File: src/rtl/pole_parallel_pipe.sv
// Pipelined direct-form FIR: delay line, registered products, registered full-width sum,
// then a saturating output register. Double-buffered coefficients allow glitch-free bank swaps.
module pole_parallel_pipe #(
    parameter int DW   = 12,
    parameter int CW   = 12,
    parameter int TAPS = 7,
    parameter int OW   = 26,
    parameter int AW   = 4
) (
    input  logic                 clk,
    input  logic                 rst,
    input  logic                 in_valid,
    input  logic signed [DW-1:0] in_data,
    input  logic                 clr,
    input  logic                 coef_we,
    input  logic        [AW-1:0] coef_addr,
    input  logic signed [CW-1:0] coef_wdata,
    input  logic                 coef_swap,
    output logic                 out_valid,
    output logic signed [OW-1:0] out_data,
    output logic                 out_sat
);

    localparam int PW = DW + CW;
    localparam int SW = PW + $clog2(TAPS);
    localparam logic signed [SW-1:0] SAT_MAX = (SW'(1) <<< (OW - 1)) - SW'(1);
    localparam logic signed [SW-1:0] SAT_MIN = ~SAT_MAX;

    logic signed [CW-1:0] shadow [TAPS];
    logic signed [CW-1:0] active [TAPS];
    logic signed [DW-1:0] tap    [TAPS];
    logic signed [PW-1:0] prod   [TAPS];
    logic signed [SW-1:0] sum;
    logic                 v1, v2, v3;

    logic signed [SW-1:0] sum_next;
    logic signed [OW-1:0] sat_data;
    logic                 sat_flag;

    // NOTE: the banks are plain registers rather than a RAM, so they can be cleared on reset.
    always_ff @(posedge clk) begin
        if (rst) begin
            for (int k = 0; k < TAPS; k++) begin
                shadow[k] <= '0;
                active[k] <= '0;
            end
        end else begin
            // The swap reads shadow before this edge's write lands, so a colliding write stays shadow-only.
            if (coef_swap) active <= shadow;
            for (int k = 0; k < TAPS; k++) begin
                if (coef_we && coef_addr == AW'(k)) shadow[k] <= coef_wdata;
            end
        end
    end

    // NOTE: every variable written here gets a default first so no latch is inferred.
    always_comb begin
        sum_next = '0;
        for (int k = 0; k < TAPS; k++) sum_next = sum_next + SW'(prod[k]);
    end

    always_comb begin
        sat_data = sum[OW-1:0];
        sat_flag = 1'b0;
        if (sum > SAT_MAX) begin
            sat_data = SAT_MAX[OW-1:0];
            sat_flag = 1'b1;
        end else if (sum < SAT_MIN) begin
            sat_data = SAT_MIN[OW-1:0];
            sat_flag = 1'b1;
        end
    end

    // NOTE: sequential state uses non-blocking assignments so every stage samples pre-edge values.
    always_ff @(posedge clk) begin
        if (rst || clr) begin
            for (int k = 0; k < TAPS; k++) begin
                tap[k]  <= '0;
                prod[k] <= '0;
            end
            sum       <= '0;
            v1        <= 1'b0;
            v2        <= 1'b0;
            v3        <= 1'b0;
            out_valid <= 1'b0;
            if (rst) begin
                out_data <= '0;
                out_sat  <= 1'b0;
            end
        end else begin
            v1 <= in_valid;
            if (in_valid) begin
                tap[0] <= in_data;
                for (int k = 1; k < TAPS; k++) tap[k] <= tap[k-1];
            end

            v2 <= v1;
            if (v1) begin
                for (int k = 0; k < TAPS; k++) prod[k] <= PW'(tap[k]) * PW'(active[k]);
            end

            v3 <= v2;
            if (v2) sum <= sum_next;

            // Output register holds its last value between valid pulses.
            out_valid <= v3;
            if (v3) begin
                out_data <= sat_data;
                out_sat  <= sat_flag;
            end
        end
    end

endmodule

File: config.mk
export PLATFORM = sky130hd
export DESIGN_NAME = pole_parallel_pipe
export DESIGN_NICKNAME = d
export VERILOG_FILES = /design/src/rtl/pole_parallel_pipe.sv
export SDC_FILE = /design/constraint.sdc
export NUM_CORES = 2
export LEC_CHECK = 0
export CORE_MARGIN = 5
export CORE_UTILIZATION = 45
export CTS_CLUSTER_SIZE = 10
export DETAILED_ROUTE_END_ITERATION = 16
export GPL_TIMING_DRIVEN = 0
export MAX_ROUTING_LAYER = met4
export PLACE_DENSITY = 0.6
export SLEW_MARGIN = 40
export SYNTH_ARGS = -nofsm -noshare
export SYNTH_HDL_FRONTEND = slang
export SYNTH_SLANG_ARGS = --single-unit
File: constraint.sdc
create_clock -name clk -period 16.6 [get_ports clk]
set_input_delay 2.49 -clock clk [delete_from_list [all_inputs] [get_ports clk]]
set_output_delay 2.49 -clock clk [all_outputs]
set_load 0.01 [all_outputs]
==> run metrics <==
CTS tree=done; Final Core Density=48.6%; transition time at the pin with the least slew margin=0.882 ns; mux share of post-synthesis cell area=2.74%; count of flip-flops with a built-in enable after synthesis=279; post-route setup TNS=0 ns; adder-cell share of the synthesized area=45.0%; unrepaired setup endpoints after global routing=no; placed cell areas=62,000 sq um; Routed wire per std cell=21.1 um; area taken by flip-flops and latches=12,400 sq um; fmax=0.154 GHz; count of endpoints failing hold in the final timing report=0; clock-pin slew of the registers on the worst-case setup and hold paths=0.06 ns; layout net count=7,700; first-pass GRT wire length=261,000 um; Cell Pwr Density=50.1 nW/um^2; PortBufs=57; switching power share of the total=31.7%; critical path launch point type=flop; vias post-DR=41,600; Die X=373 um; Max-Cap Viols=0; Synth-to-Final Area Change=7.67%; area taken by multi-input logic gates=40,800 sq um; Post-CTS Setup Bufs=0; part of the cycle the worst path needs=39.1%; part of the power in the clock network=36.0%; post-synthesis sequential element count=478; clock latency reported for the late side of the worst-skew pair=0.65 ns; worst vdd rail ir drop=0.0742 mV; count of H-tree levels built during CTS=2; half-perimeter wire length of the detailed placement result=139,000 um; cell count after synthesis=6,072; CTS buffer count=56; Iter 0 DRT Violations=3,128; library cells used by synthesis=74; sum of routed wire length over all layers=168,000 um; number of warning messages in the yosys log=0; Clock Tree Root=sky130_fd_sc_hd__clkbuf_16; clock period minus worst slack=6.49 ns; GRT Overall Usage=25.6%; Resized Gates After CTS=0; outcome=finished, final reports clean; remaining design rule violation count=0; worst-path fanout max=10; endpoint class of the critical path=flop; most frequent standard cell in the layout excluding fill and tap cells=sky130_fd_sc_hd__inv_1; # IOs=62; number of placement rows=133; ANT nets after route=0; Mapped Area=59,200 sq um; part of the Yosys area used for sequential elements=20.9%; via count of the first global-routing pass=43,300; cell leakage power=0.0316 uW; Worst Hold Margin=0.455 ns; final setup vio count=0; hold bufs inserted after CTS=0; starting density of the core=45.1%; global route overflow=0; via count normalized by instance count=5.20; async set-reset flop share out of synthesis=0%; most frequent cells in the layout=sky130_fd_sc_hd__inv_1, sky130_fd_sc_hd__fa_1, sky130_fd_sc_hd__nand2_1; fin. max-slew vios=0; worst min-delay path category=reg2reg; die area=139,000 sq um; share of cells above drive strength 1=2.26%; arrival time of the worst setup path=6.98 ns; maximum number of buffers from clock root to sink=3; Die Height=373 um; relative slew slack=41.2%; combinational share of power=22.3%; post-synthesis share of cell area spent on and, or, nand and nor gates=14.0%; RePlAce Congestion=0.960; mean cell area of the mapped netlist=9.74 sq um; Sequential Power Share=41.7%; Num Clock Sinks=478; Critical Path RT=17.09 ns; leading register cell type out of synthesis=sky130_fd_sc_hd__edfxtp_1; final std cell area, no fill=63,700 sq um; Placeable Area=131,000 sq um; pin count of the biggest net entering global routing=43; net count after synthesis=7,579; compound-cell area share of the yosys netlist=5.43%; Synth Area in XOR/XNOR=1.88%; combinational family with the most area after synthesis=adder cells; Setup Skew=0.0448 ns; number of optimization iterations in the first detailed-route pass=6; switching pwr=1010 uW; internal power consumption=2180 uW; count of fill cells added during filler insertion=12,500; critical path class=reg2reg; initial antenna violation count=9
[synthesized netlist by cell type (all sizes together), types with 13 or more instances]
library cell     n  area, sq um
inv           1330         4990
fa            1088        21800
nand2          731         2740
ha             385         4820
nor2           359         1350
and2           314         1960
edfxtp         279         8380
clkbuf         231          867
dfxtp          199         3980
mux2i          162         1620
a21oi          131          659
and3           128          801
xnor2           94          823
o21ai           85          425
a21o            73          551
nor3            57          285
nand2b          43          269
o21a            36          270
xor2            33          289
nand3           28          140
buf             23          100
a211oi          21          158
nor2b           19          119
nor3b           19          143
o31ai           18          145
or3             16          100
a21boi          14          105
a31oi           14         87.6
o211ai          14          105
o21bai          13         97.6
[through the flow]
stage	total power [uW]	worst slack, ns	cells
after global routing	3330	9.79	7994
after global placement	2060	7.14	7884
final	3190	10.11	7995
after floorplan	1780	9.68	6072
after detailed placement	2060	10.13	7890
after CTS	3210	10.12	7993
[path summary, 6_finish.rpt]
| check | slack [ns] | from | to | depth (start not counted) |
|---|---|---|---|---|
| worst min-delay path | 0.46 | shadow[37] | shadow[37] | 2 |
| worst max-delay path | 10.11 | active[60] | prod[1][22] | 19 |
| worst max register to register | 10.11 | active[60] | prod[1][22] | 19 |
| worst min register to register | 0.46 | shadow[37] | shadow[37] | 2 |
[sequential cells by signal, indices dropped and copies added, names as in the netlist]
name / count
active: 84
prod: 168
out_data: 26
shadow: 84
out_valid: 1
v2: 1
sum: 27
v3: 1
v1: 1
tap: 84
out_sat: 1
[cell families (layout without fill, tap and decap cells)]
kind of cell | after synthesis | in the layout
and+or+nand+nor | 1763 | 1763
buffers and inverters | 1591 | 1757
adders and majority gates | 1473 | 1473
AOI/OAI and AO/OA | 478 | 478
DFF | 478 | 478
muxes | 162 | 162
xor gates and xnor gates | 127 | 127
other | 0 | 2
[critical path, cell delays in order (launching register included)]
cell and delay (ns):
sky130_fd_sc_hd__dfxtp_1 0.49, sky130_fd_sc_hd__clkbuf_1 0.55, sky130_fd_sc_hd__nand2_1 0.22, sky130_fd_sc_hd__fa_1 0.60, sky130_fd_sc_hd__inv_1 0.06, sky130_fd_sc_hd__ha_1 0.57
sky130_fd_sc_hd__inv_1 0.20, sky130_fd_sc_hd__fa_1 0.51, sky130_fd_sc_hd__inv_1 0.05, sky130_fd_sc_hd__fa_1 0.52, sky130_fd_sc_hd__inv_1 0.05, sky130_fd_sc_hd__fa_1 0.53
sky130_fd_sc_hd__inv_1 0.06, sky130_fd_sc_hd__ha_1 0.35, sky130_fd_sc_hd__and4_1 0.24, sky130_fd_sc_hd__nand3_1 0.13, sky130_fd_sc_hd__o31ai_2 0.53, sky130_fd_sc_hd__a2111oi_4 0.15
sky130_fd_sc_hd__or3_1 0.33, sky130_fd_sc_hd__a21oi_1 0.19
[routing by layer]
layer / wire [um] / GRT usage (%)
met1: 72100 / 34.6
met2: 81000 / 41.6
met4: 5650 / 6.83
met5: 0 / -
met3: 9710 / 2.49
[power by group through the flow]
| stage | combinational [uW] | clock [uW] | sequential (uW) |
|---|---|---|---|
| global placement | 698 | 0 | 1360 |
| finish | 714 | 1150 | 1330 |
| global route | 774 | 1220 | 1330 |
| detailed placement | 708 | 0 | 1360 |
| CTS | 712 | 1170 | 1330 |
| floorplan | 445 | 0 | 1330 |
[final cells by class]
cell class	count	share of cell area, %
tap	1755	3.45
inverter	1337	7.88
clock inverter	8	0.112
antenna	2	0.00786
buffer	254	1.55
multi-input combinational	4003	64.1
clock buffer	95	2.49
sequential	478	19.4
timing repair buffer	63	0.990
(Power assumes the default switching activity.)
